### config.mk
export PLATFORM = sky130hd
export DESIGN_NAME = decode_stage_pipe
export DESIGN_NICKNAME = d
export VERILOG_FILES = /design/src/rtl/decode_stage_pipe.sv
export SDC_FILE = /design/constraint.sdc
export NUM_CORES = 1
export LEC_CHECK = 0
export ABC_AREA = 1
export CAP_MARGIN = 20
export CORE_ASPECT_RATIO = 0.6
export CORE_MARGIN = 10
export CORE_UTILIZATION = 47
export CTS_CLUSTER_DIAMETER = 200
export DETAILED_ROUTE_END_ITERATION = 16
export HOLD_SLACK_MARGIN = 0.06
export PLACE_DENSITY = 0.8
export SYNTH_ARGS = -nofsm -noshare
export SYNTH_HDL_FRONTEND = slang
export SYNTH_SLANG_ARGS = --single-unit
### constraint.sdc
create_clock -name clk -period 1.65 [get_ports clk]
set_input_delay 0.165 -clock clk [delete_from_list [all_inputs] [get_ports clk]]
set_output_delay 0.165 -clock clk [all_outputs]
set_load 0.01 [all_outputs]
### src/rtl/decode_stage_pipe.sv
// Decode pipeline register: splits a 32-bit instruction into decoded fields, 2-entry skid buffer.
// Latency: 1 cycle from input acceptance to registered outputs; full throughput with out_ready held high.
// Backpressure: in_ready (registered) drops while the skid entry is occupied; flush empties both entries.
//
// Ports: clk/reset (sync, active-high), flush, in_valid/in_ready/InstrIn (upstream handshake),
//        out_valid/out_ready (downstream handshake), S1_* decoded fields.
// Optional feature: define DECODE_PERF_CNT_EN to add saturating perf_issued / perf_stall counters.
module decode_stage_pipe #(
    parameter int DATA_W   = 32,
    parameter bit SIGN_EXT = 1'b1
`ifdef DECODE_PERF_CNT_EN
    ,
    parameter int CNT_W    = 16
`endif
) (
    input  logic              clk,
    input  logic              reset,
    input  logic              flush,
    input  logic              in_valid,
    output logic              in_ready,
    input  logic [31:0]       InstrIn,
    output logic              out_valid,
    input  logic              out_ready,
    output logic [4:0]        S1_RD1,
    output logic [4:0]        S1_RD2,
    output logic [4:0]        S1_WS,
    output logic [DATA_W-1:0] S1_IMM,
    output logic              S1_DataSource,
    output logic [2:0]        S1_ALUOP,
    output logic              S1_WE
`ifdef DECODE_PERF_CNT_EN
    ,
    output logic [CNT_W-1:0]  perf_issued,
    output logic [CNT_W-1:0]  perf_stall
`endif
);

    typedef struct packed {
        logic [4:0]        rd1;
        logic [4:0]        rd2;
        logic [4:0]        ws;
        logic [DATA_W-1:0] imm;
        logic              ds;
        logic [2:0]        aluop;
        logic              we;
    } dec_t;

    function automatic dec_t decode(input logic [31:0] w);
        dec_t d;
        d.rd1   = w[20:16];
        d.rd2   = w[15:11];
        d.ws    = w[25:21];
        d.imm   = SIGN_EXT ? DATA_W'($signed(w[15:0])) : DATA_W'(w[15:0]);
        d.ds    = w[29];
        d.aluop = w[28:26];
        // All-zero word is a bubble; writes to r0 are suppressed.
        d.we    = (w != 32'h0) && (w[25:21] != 5'd0);
        return d;
    endfunction

    // Opcode bits [31:30] carry nothing this stage decodes.
    logic unused_opc;
    assign unused_opc = ^InstrIn[31:30];

    dec_t main_q, main_d;
    dec_t skid_q, skid_d;
    logic main_vld_q, main_vld_d;
    logic skid_vld_q, skid_vld_d;
    logic in_ready_q, in_ready_d;

    dec_t dec_in;
    logic acc;
    logic deq;

    assign dec_in = decode(InstrIn);
    assign acc    = in_valid && in_ready_q;
    assign deq    = main_vld_q && out_ready;

    always_comb begin
        main_d     = main_q;
        skid_d     = skid_q;
        main_vld_d = main_vld_q;
        skid_vld_d = skid_vld_q;
        if (flush) begin
            // Fields hold their last value; only valid and write-enable drop.
            main_vld_d = 1'b0;
            skid_vld_d = 1'b0;
            main_d.we  = 1'b0;
        end else if (deq) begin
            if (skid_vld_q) begin
                // in_ready is low while skid is full, so no accept can coincide.
                main_d     = skid_q;
                skid_vld_d = 1'b0;
            end else if (acc) begin
                main_d     = dec_in;
            end else begin
                main_vld_d = 1'b0;
                main_d.we  = 1'b0;
            end
        end else if (!main_vld_q) begin
            if (acc) begin
                main_d     = dec_in;
                main_vld_d = 1'b1;
            end
        end else if (acc) begin
            // Output stalled with main occupied: park the new word in skid.
            skid_d     = dec_in;
            skid_vld_d = 1'b1;
        end
        in_ready_d = !skid_vld_d;
    end

    always_ff @(posedge clk) begin
        if (reset) begin
            main_q     <= '0;
            skid_q     <= '0;
            main_vld_q <= 1'b0;
            skid_vld_q <= 1'b0;
            in_ready_q <= 1'b0;
        end else begin
            main_q     <= main_d;
            skid_q     <= skid_d;
            main_vld_q <= main_vld_d;
            skid_vld_q <= skid_vld_d;
            in_ready_q <= in_ready_d;
        end
    end

    assign in_ready      = in_ready_q;
    assign out_valid     = main_vld_q;
    assign S1_RD1        = main_q.rd1;
    assign S1_RD2        = main_q.rd2;
    assign S1_WS         = main_q.ws;
    assign S1_IMM        = main_q.imm;
    assign S1_DataSource = main_q.ds;
    assign S1_ALUOP      = main_q.aluop;
    // we is cleared in main_q whenever main empties, so this stays a register output.
    assign S1_WE         = main_q.we;

`ifdef DECODE_PERF_CNT_EN
    logic [CNT_W-1:0] issued_q, issued_d;
    logic [CNT_W-1:0] stall_q,  stall_d;

    always_comb begin
        issued_d = issued_q;
        stall_d  = stall_q;
        if (deq && (issued_q != '1)) issued_d = issued_q + 1'b1;
        if (main_vld_q && !out_ready && (stall_q != '1)) stall_d = stall_q + 1'b1;
    end

    // Counters survive flush; only reset clears them.
    always_ff @(posedge clk) begin
        if (reset) begin
            issued_q <= '0;
            stall_q  <= '0;
        end else begin
            issued_q <= issued_d;
            stall_q  <= stall_d;
        end
    end

    assign perf_issued = issued_q;
    assign perf_stall  = stall_q;
`endif

endmodule

==> flow_summary.toml, run 1 <==
[cts]
tritoncts = "yes"
cts_sinks = 65
clock-root-buffer = "clkbuf_8"
clkTransAtPathRegs_ns = 0.06
numCtsBuffers = 9
postCtsSetupRepairBufs = 0
clock_latency_ns = 0.33
ctsHtreeMaxLevel = 3
cts.path.max_buffers = 2

[logic_synthesis]
syn_nets = 512
synth-seq-area-share_pct = 42.83
synth-edff-count = 0
yosysWarnings = 0
synth.top_cell.area_share_pct = 42.83
yosysTopAreaCell = "dfxtp_1"
yosysMostFrequentCell = "nand2_1"
ys_ff_latch = 65
ys_types = 18
synth_common_cells = "153 x nand2_1, 131 x nor2_1, 65 x dfxtp_1"
synth.area.top_cells = "dfxtp_1 43%, nand2_1 19%, nor2_1 16%, buf_4 6.7%, o21ai_0 5.4%"
async_flop_share_pct = 0
ys.flop_type = "dfxtp_1"
postSynthCellCount = 475
synth_area_sq_mm = 0.003038
syn_area_per_cell_sq_um = 6.396

[sta]
fin_crit_sh_pct = 96.01
skew_ns = 0.004383
maxSlewViolCount = 0
hold_viol = 0
relSlewSlack_pct = 80.45
tightestPinTransition_ns = 0.2928
min_period_ns = 1.584
fin_ws_ns = 0.06576
max_freq_ghz = 0.6312
holdWs_ns = 0.4809
finalSetupViolCount = 0

[setup_path]
crit_arrival_ns = 1.42
cp_cell_sequence = "clkdlybuf4s50_1"
path_buf_inv = 1
crit_path_max_incr_delay_ns = 0.60
path_max_fanout = 8
cp-start-kind = "register"
slowest_stage = "clkdlybuf4s50_1"
cp-end-kind = "output port"
r2r_start = "in_ready$_SDFF_PP0_"
crit_family = "buffers and inverters"
crit_required_ns = 1.48
critPathKind = "reg2out"
crit_start = "out_valid$_SDFFE_PP0P_"

[placed_design]
gp_congestion = 0.8253
portBuffers = 88
placed_area_sq_mm = 0.003891
post-place-ws_ns = -0.003000
post-dp-hpwl_mm = 5.574

[outcome]
status = "finished, final reports clean"

[global_route]
grt.total_usage_pct = 15.62
grt_pass1_vias = 2719
antenna_found_initial = 0
overflow = 0
grt_max_degree = 62
grt_first_pass_wirelength_mm = 12.78

[power]
power.total_mw = 3.049
ir_worst_vdd_mv = 0.4924
p_per_area_mw_per_mm2 = 752.5
leakage_nw = 1.938

[run]
max-cap-violations = 0

[drt]
wl_per_cell_um = 12.61
drc = 0
via_count = 2888
wirelength_mm = 7.909
viasPerCell = 4.606
detailedRoute.firstPassIterationCount = 4
postRouteAntennaNets = 0
drt_iter0_markers = 189

[floorplanning]
num_rows = 22
start_util_pct = 49.05
coreArea_sq_mm = 0.006193
pin_count = 91
die_w_um = 123.8
dieArea_sq_mm = 0.01018
die_y_um = 82.28

[final_layout]
n_fill_cell = 577
fin_util_pct = 65.41
drive_above_1_share_pct = 5.341
seq_area_sq_mm = 0.001301
design_area_sq_mm = 0.004051
finalNetCount = 578
area_growth_syn_to_layout_pct = 33.36
diodes = 0
multi_input_area_sq_mm = 0.001304

[min_path]
hp-class = "reg2reg"
min-delay-start = "skid_q[7]$_SDFFE_PP0P_"
==> through the flow <==
stage,cells,setup TNS (ns)
3_3_place_gp,614,0
4_1_cts,627,0
6_report,627,0
3_5_place_dp,614,-0.003086
5_1_grt,627,-0.0002673
2_1_floorplan,475,0
==> logic make-up after synthesis <==
group / count (synthesis) / share of synthesized area, %
flip-flops: 65 / 42.83
AND/OR/NAND/NOR: 290 / 36.37
AO/OA/AOI/OAI: 39 / 6.549
buffers and inverters: 81 / 14.25
==> final timing paths <==
kind / end / slack, ns / cells past startpoint
min reg2reg: skid_q[7]$_SDFFE_PP0P_ / 0.48 / 2
max: out_valid / 0.07 / 1
min: skid_q[7]$_SDFFE_PP0P_ / 0.48 / 2
max reg2reg: S1_RD2[1]$_SDFFE_PP0P_ / 0.25 / 7
==> state kept, by name, indices dropped and copies added, names as in the netlist <==
| signal | cells |
|---|---|
| skid_q | 31 |
| S1_IMM | 12 |
| S1_RD1 | 5 |
| S1_WS | 5 |
| S1_RD2 | 4 |
| S1_ALUOP | 3 |
| S1_DataSource | 1 |
| S1_WE | 1 |
| in_ready | 1 |
| out_valid | 1 |
| skid_vld_q | 1 |
==> what timing repair did <==
action / in CTS / in global routing
resized for setup: 0 / 4
setup endpoints to repair: 0 / 10
hold buffers: 0 / 0
==> placed cells by master, fill, tap and decap left out, types with 2 or more instances in the layout <==
cell	synthesis	final
dlymetal6s2s_1	0	4
clkbuf_8	0	10
nand3_1	2	2
buf_12	0	6
nand2_1	153	153
clkbuf_1	11	2
a21oi_1	5	5
inv_2	3	3
o21ai_0	33	33
inv_1	32	32
nor2_1	131	131
buf_4	27	6
clkdlybuf4s50_1	0	84
dfxtp_1	65	65
==> where the power goes <==
part           internal (mW)  leakage [nW]  total [mW]  switching [mW]
sequential              1.60         0.525        1.61          0.0154
clock                  0.559        0.0782        1.09           0.534
combinational          0.186          1.33       0.344           0.158
==> area by class of cell <==
cell class / count / share of cell area [%]
inverter: 36 / 3.335
timing repair buffer: 100 / 26.07
sequential: 65 / 32.12
multi-input combinational: 329 / 32.18
clock buffer: 12 / 3.582
tap: 84 / 2.594
clock inverter: 1 / 0.1235
==> per-layer routing <==
| metal | wire, um | GRT usage (%) | vias to the layer above |
|---|---|---|---|
| met4 | 23 | 3.241 | 0 |
| met2 | 3734 | 26.40 | 76 |
| met5 | 0 | 0 | - |
| met3 | 726 | 7.791 | 4 |
| li1 | - | - | 1533 |
| met1 | 3424 | 17.64 | 1275 |
(Power assumes the default switching activity.)
==> run 2, diff against run 1 <==
- CTS_CLUSTER_SIZE: default -> 8
- SLEW_MARGIN: default -> 20
==> results of run 2 <==
Final layout, timing and power as in run 1 (identical DEF).
==> run 3, diff against run 2 <==
- CAP_MARGIN: 20 -> default
==> results of run 3 <==
Final layout, timing and power as in run 1 (identical DEF).
